[config.mk]
export PLATFORM = sky130hd
export DESIGN_NAME = mem_stage_ctrl
export DESIGN_NICKNAME = d
export VERILOG_FILES = /design/src/rtl/mem_stage_ctrl.sv
export SDC_FILE = /design/constraint.sdc
export NUM_CORES = 1
export LEC_CHECK = 0
export CORE_AREA = 2 2 115 117
export DETAILED_ROUTE_END_ITERATION = 16
export DIE_AREA = 0 0 117 119
export GPL_ROUTABILITY_DRIVEN = 0
export GPL_TIMING_DRIVEN = 0
export PLACE_DENSITY = 0.77
export SLEW_MARGIN = 20
export SYNTH_ARGS = -nofsm -noshare
export SYNTH_HDL_FRONTEND = slang
export SYNTH_SLANG_ARGS = --single-unit
[constraint.sdc]
create_clock -name clk -period 3.4 [get_ports clk]
set_clock_uncertainty 0.15 [all_clocks]
set_input_delay 0.34 -clock clk [delete_from_list [all_inputs] [get_ports clk]]
set_output_delay 0.34 -clock clk [all_outputs]
set_load 0.05 [all_outputs]
[src/rtl/mem_stage_ctrl.sv]
// MEM-stage controller: owns the stack pointer, maps memory-class ops onto the data/stack memory
// and sequences the two-access INT/RTI ops. Define STACK_GUARD_EN to add the sticky stack_err output.
module mem_stage_ctrl #(
  parameter int unsigned DATA_W = 32,
  parameter int unsigned ADDR_W = 32,
  parameter int unsigned MEM_AW = 11,
  parameter int unsigned FLAG_W = 3,
  parameter int unsigned RD_W   = 3
) (
  input  logic              clk,
  input  logic              rst,
  input  logic              ex_valid,
  input  logic [3:0]        ex_op,
  input  logic [ADDR_W-1:0] ex_ea,
  input  logic [DATA_W-1:0] ex_wdata,
  input  logic [DATA_W-1:0] ex_pc_next,
  input  logic [FLAG_W-1:0] ex_flags,
  input  logic [RD_W-1:0]   ex_rd,
  output logic              mem_we,
  output logic              mem_re,
  output logic [ADDR_W-1:0] mem_addr,
  output logic [DATA_W-1:0] mem_wdata,
  input  logic [DATA_W-1:0] mem_rdata,
  output logic              stall_o,
  output logic              wb_we,
  output logic [RD_W-1:0]   wb_rd,
  output logic [DATA_W-1:0] wb_data,
  output logic              pc_load,
  output logic [DATA_W-1:0] pc_value,
  output logic              flags_load,
  output logic [FLAG_W-1:0] flags_value,
  output logic [MEM_AW-1:0] sp_o
`ifdef STACK_GUARD_EN
  , output logic            stack_err
`endif
);

  typedef enum logic [1:0] {S_IDLE, S_INT2, S_RTI2} state_t;

  localparam logic [3:0] OP_LOAD  = 4'd1;
  localparam logic [3:0] OP_STORE = 4'd2;
  localparam logic [3:0] OP_PUSH  = 4'd3;
  localparam logic [3:0] OP_POP   = 4'd4;
  localparam logic [3:0] OP_CALL  = 4'd5;
  localparam logic [3:0] OP_RET   = 4'd6;
  localparam logic [3:0] OP_INT   = 4'd7;
  localparam logic [3:0] OP_RTI   = 4'd8;

  localparam logic [MEM_AW-1:0] SP_TOP  = {{(MEM_AW-1){1'b1}}, 1'b0};
  localparam logic [MEM_AW-1:0] SP_STEP = MEM_AW'(2);

`ifdef STACK_GUARD_EN
  localparam bit GUARD = 1'b1;
`else
  localparam bit GUARD = 1'b0;
`endif

  state_t              state_q, state_d;
  logic [MEM_AW-1:0]   sp_q, sp_d, sp_pop;
  logic                do_push, do_pop, push_ok, pop_ok;
  logic [DATA_W-1:0]   push_data;
  logic                want_wb, want_pc, want_flags;
  logic                cap_wb, cap_pc, cap_flags;

  logic                wb_we_q, pc_load_q, flags_load_q;
  logic [RD_W-1:0]     wb_rd_q;
  logic [DATA_W-1:0]   wb_data_q, pc_value_q;
  logic [FLAG_W-1:0]   flags_value_q;

  assign sp_pop  = sp_q + SP_STEP;
  // Guard blocks a push into word 0 and a pop from an empty stack.
  assign push_ok = !(GUARD && (sp_q == '0));
  assign pop_ok  = !(GUARD && (sp_q == SP_TOP));

  // Op decode, memory request and next state
  always_comb begin
    state_d    = state_q;
    sp_d       = sp_q;
    mem_we     = 1'b0;
    mem_re     = 1'b0;
    mem_addr   = '0;
    mem_wdata  = '0;
    stall_o    = 1'b0;
    do_push    = 1'b0;
    do_pop     = 1'b0;
    push_data  = '0;
    want_wb    = 1'b0;
    want_pc    = 1'b0;
    want_flags = 1'b0;
    case (state_q)
      S_IDLE: begin
        if (ex_valid) begin
          case (ex_op)
            OP_LOAD:  begin mem_re = 1'b1; mem_addr = ex_ea; want_wb = 1'b1; end
            OP_STORE: begin mem_we = 1'b1; mem_addr = ex_ea; mem_wdata = ex_wdata; end
            OP_PUSH:  begin do_push = 1'b1; push_data = ex_wdata; end
            OP_POP:   begin do_pop = 1'b1; want_wb = 1'b1; end
            OP_CALL:  begin do_push = 1'b1; push_data = ex_pc_next; end
            OP_RET:   begin do_pop = 1'b1; want_pc = 1'b1; end
            OP_INT: begin
              do_push   = 1'b1;
              push_data = ex_pc_next;
              stall_o   = 1'b1;
              state_d   = S_INT2;
            end
            OP_RTI: begin
              do_pop     = 1'b1;
              want_flags = 1'b1;
              stall_o    = 1'b1;
              state_d    = S_RTI2;
            end
            default: ;
          endcase
        end
      end
      S_INT2: begin
        do_push   = 1'b1;
        push_data = DATA_W'(ex_flags);
        state_d   = S_IDLE;
      end
      S_RTI2: begin
        do_pop  = 1'b1;
        want_pc = 1'b1;
        state_d = S_IDLE;
      end
      default: state_d = S_IDLE;
    endcase

    if (do_push && push_ok) begin
      mem_we    = 1'b1;
      mem_addr  = ADDR_W'(sp_q);
      mem_wdata = push_data;
      sp_d      = sp_q - SP_STEP;
    end
    if (do_pop && pop_ok) begin
      mem_re   = 1'b1;
      mem_addr = ADDR_W'(sp_pop);
      sp_d     = sp_pop;
    end

    // A suppressed pop produces no result pulse.
    cap_wb    = want_wb    && !(do_pop && !pop_ok);
    cap_pc    = want_pc    && !(do_pop && !pop_ok);
    cap_flags = want_flags && !(do_pop && !pop_ok);

    if (rst) begin
      mem_we  = 1'b0;
      mem_re  = 1'b0;
      stall_o = 1'b0;
    end
  end

  // State, SP and MEM/WB result registers; read data captured at the rise ending the access
  always_ff @(posedge clk) begin
    if (rst) begin
      state_q       <= S_IDLE;
      sp_q          <= SP_TOP;
      wb_we_q       <= 1'b0;
      wb_rd_q       <= '0;
      wb_data_q     <= '0;
      pc_load_q     <= 1'b0;
      pc_value_q    <= '0;
      flags_load_q  <= 1'b0;
      flags_value_q <= '0;
    end else begin
      state_q      <= state_d;
      sp_q         <= sp_d;
      wb_we_q      <= cap_wb;
      pc_load_q    <= cap_pc;
      flags_load_q <= cap_flags;
      if (cap_wb) begin
        wb_rd_q   <= ex_rd;
        wb_data_q <= mem_rdata;
      end
      if (cap_pc)    pc_value_q    <= mem_rdata;
      if (cap_flags) flags_value_q <= mem_rdata[FLAG_W-1:0];
    end
  end

  assign wb_we       = wb_we_q;
  assign wb_rd       = wb_rd_q;
  assign wb_data     = wb_data_q;
  assign pc_load     = pc_load_q;
  assign pc_value    = pc_value_q;
  assign flags_load  = flags_load_q;
  assign flags_value = flags_value_q;
  assign sp_o        = sp_q;

`ifdef STACK_GUARD_EN
  logic stack_err_q;

  // Sticky over/underflow flag
  always_ff @(posedge clk) begin
    if (rst) begin
      stack_err_q <= 1'b0;
    end else if ((do_push && !push_ok) || (do_pop && !pop_ok)) begin
      stack_err_q <= 1'b1;
    end
  end

  assign stack_err = stack_err_q;
`endif

endmodule

==> impl_metrics.csv, run 1 <==
group,metric,value,unit
setup_path,worstSetupEndpointType,"primary output",
placement,dp.final_hpwl,12.95,mm
die,start_util,0.3320,
route,post-route-drc-count,0,
yosys,synth_async_sr_flop_share,0,
clock_network,cts.sinks,85,
timing,final_max_slew_viol_count,0,
route,drt-initial-drc-count,252,
global_route,overflow,0,
finish,final_util,0.5778,
die,design.die.area,13920,um^2
yosys,synth.yosys.seq_area_share,0.3981,
power,power.switching,0.8980,mW
timing,slew_headroom,0.5991,
global_route,antenna_found_initial,0,
route,num_vias,5082,
finish,num_antenna_cells,0,
timing,period_share,0.9696,
die,chipHeight,119,um
route,antenna_left,0,
finish,final_layout_size_suffix_gt1_frac,0.1096,
finish,area_delta_synth_final,74.06,%
timing,worst_pin_slew,0.5930,ns
timing,report.final.hold_viol_count,0,
clock_network,tritoncts_clock_tree,"yes",
power,comb_power_share,0.277,
setup_path,required_time_of_the_critical_path,2.91,ns
setup_path,critical_path_peak_fanout,10,
global_route,first_global_vias,4634,
power,power-per-cell-area,372.0,nW/um^2
power,power.share.sequential,0.380,
clock_network,cts.hold.buffers_added,0,
min_path,hp-class,"in -> reg",
yosys,synth_fp_nets,706,
flow_run,maxCapViolCount,0,
timing,fin_hold_ws,0.2128,ns
yosys,synth.ff_latch_count,85,
global_route,grt_start_max_net_pins,17,
yosys,synth-edff-count,0,
timing,final_report_setup_violation_count,0,
run_status,status,"complete, no violations",
yosys,netlist_instances,563,
die,die_width,117,um
yosys,synth_flop_cell,"sky130_fd_sc_hd__dfxtp_1",
clock_network,clk_latency,0.33,ns
finish,count_of_nets_after_finishing,1005,
setup_path,timing.critical_path.from_type,"input port",
setup_path,criticalPathCategory,"in -> out",
yosys,synth_area,4274,um^2
power,switching_share,0.3245,
clock_network,cts.htree.levels,3,
die,core-area,12870,um^2
route,wl,16.55,mm
timing,maxClockFrequency,303.3,MHz
power,clock_network_fraction_of_total_power,0.343,
global_route,grt_usage,0.2248,
route,mean_routed_wirelength_per_cell,15.87,um
clock_network,tritoncts.num_buffers,9,
yosys,synth.distinct_cells,52,
die,std_cell_rows,42,
power,total_leakage_power,2.901,nW
yosys,synth-warning-count,0,
die,design.portCount,292,
global_route,grt_pass1_wl,24.46,mm
placement,buffer_ports.inserted,288,
yosys,postSynthAreaPerCell,7.592,um^2
power,internal_power,1.870,mW
timing,post-route-min-period,3.297,ns
clock_network,cts.clk_slew.worst_paths,0.06,ns
route,drt_pass1_iterations,5,
power,vdd.ir_drop.worst,0.2456,mV
route,post_drt_via_cell_ratio,4.872,
clock_network,clockRootBuffer,"sky130_fd_sc_hd__clkbuf_16",
clock_network,clockBufferDepth,2,
setup_path,worstPathArrival,2.81,ns
-- power groups by stage --
stage,clock [mW],combinational [mW],sequential (mW)
after floorplan,0,0.343,1.17
after detailed placement,0,0.788,1.07
after global routing,1.02,0.814,1.06
final,0.950,0.765,1.05
after global placement,0,0.783,1.07
after CTS,0.971,0.771,1.05
-- final timing paths --
kind                                      from              to  slack [ns]  cells past startpoint
worst max-delay path                  ex_op[3]    mem_addr[10]        0.10                      9
worst min-delay path                  ex_op[0]      state_q[0]        0.21                      3
worst max register to register      state_q[1]    pc_value[27]        1.23                      6
worst min register to register  flags_value[2]  flags_value[2]        0.30                      2
-- cell type report --
class	count	area, um^2
fill	1240	5435
timing repair buffer	288	2641
multi-input combinational	425	2323
sequential	85	1702
buffer	48	244.0
clock buffer	10	239.0
tap	176	220.2
clock inverter	6	51.30
inverter	5	18.77
-- layout by cell type, fill, tap and decap left out, types with 4 or more instances in the layout --
cell,Yosys,routed
sky130_fd_sc_hd__nand2_1,155,155
sky130_fd_sc_hd__clkdlybuf4s50_1,0,222
sky130_fd_sc_hd__xnor2_1,5,5
sky130_fd_sc_hd__buf_6,4,4
sky130_fd_sc_hd__nand3_1,6,6
sky130_fd_sc_hd__inv_1,5,5
sky130_fd_sc_hd__dlygate4sd2_1,0,13
sky130_fd_sc_hd__a22o_1,30,30
sky130_fd_sc_hd__buf_4,4,4
sky130_fd_sc_hd__nor3_1,6,5
sky130_fd_sc_hd__o21ai_0,14,14
sky130_fd_sc_hd__and2_1,22,22
sky130_fd_sc_hd__clkdlybuf4s15_1,0,5
sky130_fd_sc_hd__nor2_1,25,25
sky130_fd_sc_hd__a21oi_1,85,85
sky130_fd_sc_hd__a22oi_1,7,7
sky130_fd_sc_hd__clkbuf_2,0,46
sky130_fd_sc_hd__nor2b_1,9,9
sky130_fd_sc_hd__clkbuf_1,23,23
sky130_fd_sc_hd__buf_2,15,15
sky130_fd_sc_hd__inv_6,0,4
sky130_fd_sc_hd__nand2b_1,4,4
sky130_fd_sc_hd__dfxtp_1,85,85
sky130_fd_sc_hd__mux2i_1,6,6
sky130_fd_sc_hd__a221o_1,5,5
sky130_fd_sc_hd__clkbuf_16,0,9
-- flip-flops by register name, summed over array words and instances (netlist names) --
register and count:
pc_value 32, wb_we 1, pc_load 1, state_q 2
wb_data 32, wb_rd 3, sp_o 10, flags_load 1
flags_value 3
-- cell usage after synthesis (all sizes together), types with 2 or more instances --
master	count	area share
nand2	155	0.14
nand2b	4	0.0059
or2	2	0.0029
buf	25	0.037
or4b	2	0.0056
a22oi	7	0.012
nand3b	2	0.0035
nor2b	9	0.013
a31oi	2	0.0029
dfxtp	85	0.40
xnor2	5	0.010
ha	2	0.0059
a211oi	2	0.0035
nor3	8	0.013
o21ai	14	0.016
o311ai	2	0.0041
nor4b	2	0.0041
a21oi	85	0.10
inv	5	0.0044
clkbuf	23	0.020
a221o	5	0.012
nor2	25	0.022
o211ai	3	0.0053
nor4	3	0.0044
mux2i	6	0.014
or3	2	0.0029
or4	2	0.0035
nor3b	3	0.0064
nand3	6	0.0070
and2	22	0.032
a22o	30	0.061
and3	3	0.0044
-- logic make-up after synthesis --
family,synth area share
simple gates,0.2722
compound gates,0.2371
flops,0.3981
buf+inv,0.06147
mux,0.01405
xor+xnor,0.01025
fa+ha+maj,0.005854
other cells,0.0008774
-- timing repair --
action / CTS / global route
setup endpoints to repair: 65 / 54
gates cloned: 0 / 0
pin swaps: 0 / 0
buffers inserted: 0 / 0
gates resized for setup: 68 / 100
-- critical path, cell delays in order --
cell and delay, ns:
sky130_fd_sc_hd__clkdlybuf4s50_1 0.57, sky130_fd_sc_hd__nor4b_1 0.37, sky130_fd_sc_hd__and3_1 0.21, sky130_fd_sc_hd__buf_4 0.16, sky130_fd_sc_hd__nor2_1 0.08, sky130_fd_sc_hd__buf_2 0.19
sky130_fd_sc_hd__o21ai_0 0.18, sky130_fd_sc_hd__a221o_1 0.17, sky130_fd_sc_hd__dlygate4sd2_1 0.54
-- per-layer routing --
layer / GRT usage / vias to the layer above / share of wire
li1: - / 2538 / -
met1: 0.2900 / 2334 / 0.43
met2: 0.3779 / 183 / 0.48
met3: 0.04682 / 27 / 0.065
met4: 0.06103 / 0 / 0.021
met5: 0 / - / 0
-- stage by stage --
stage | setup TNS [ns] | area [um^2] | std cells | power, mW | worst slack [ns]
after detailed placement | -12.48 | 7377 | 1027 | 1.863 | -0.2953
after global placement | -12.21 | 7377 | 1027 | 1.858 | -0.3020
after CTS | -0.2489 | 7592 | 1043 | 2.793 | -0.2489
after global routing | -0.02755 | 7440 | 1043 | 2.886 | -0.02755
after floorplan | 0 | 4274 | 563 | 1.511 | 0.3106
final | 0 | 7440 | 1043 | 2.768 | 0.1033
Note: power is estimated with default switching activity, not from simulation.
==> inputs of run 2 (changes only) <==
--- a/config.mk
+++ b/config.mk
@@ -10,6 +10,7 @@
 export DIE_AREA = 0 0 117 119
 export GPL_ROUTABILITY_DRIVEN = 0
 export GPL_TIMING_DRIVEN = 0
+export HOLD_SLACK_MARGIN = 0.05
 export PLACE_DENSITY = 0.77
 export SLEW_MARGIN = 20
 export SYNTH_ARGS = -nofsm -noshare
==> results of run 2 <==
No change in the layout: final DEF, timing and power equal those of run 1.
==> inputs of run 3 (changes only) <==
--- a/config.mk
+++ b/config.mk
@@ -10,7 +10,6 @@
 export DIE_AREA = 0 0 117 119
 export GPL_ROUTABILITY_DRIVEN = 0
 export GPL_TIMING_DRIVEN = 0
-export HOLD_SLACK_MARGIN = 0.05
 export PLACE_DENSITY = 0.77
 export SLEW_MARGIN = 20
 export SYNTH_ARGS = -nofsm -noshare
==> results of run 3 <==
No change in the layout: final DEF, timing and power equal those of run 1.
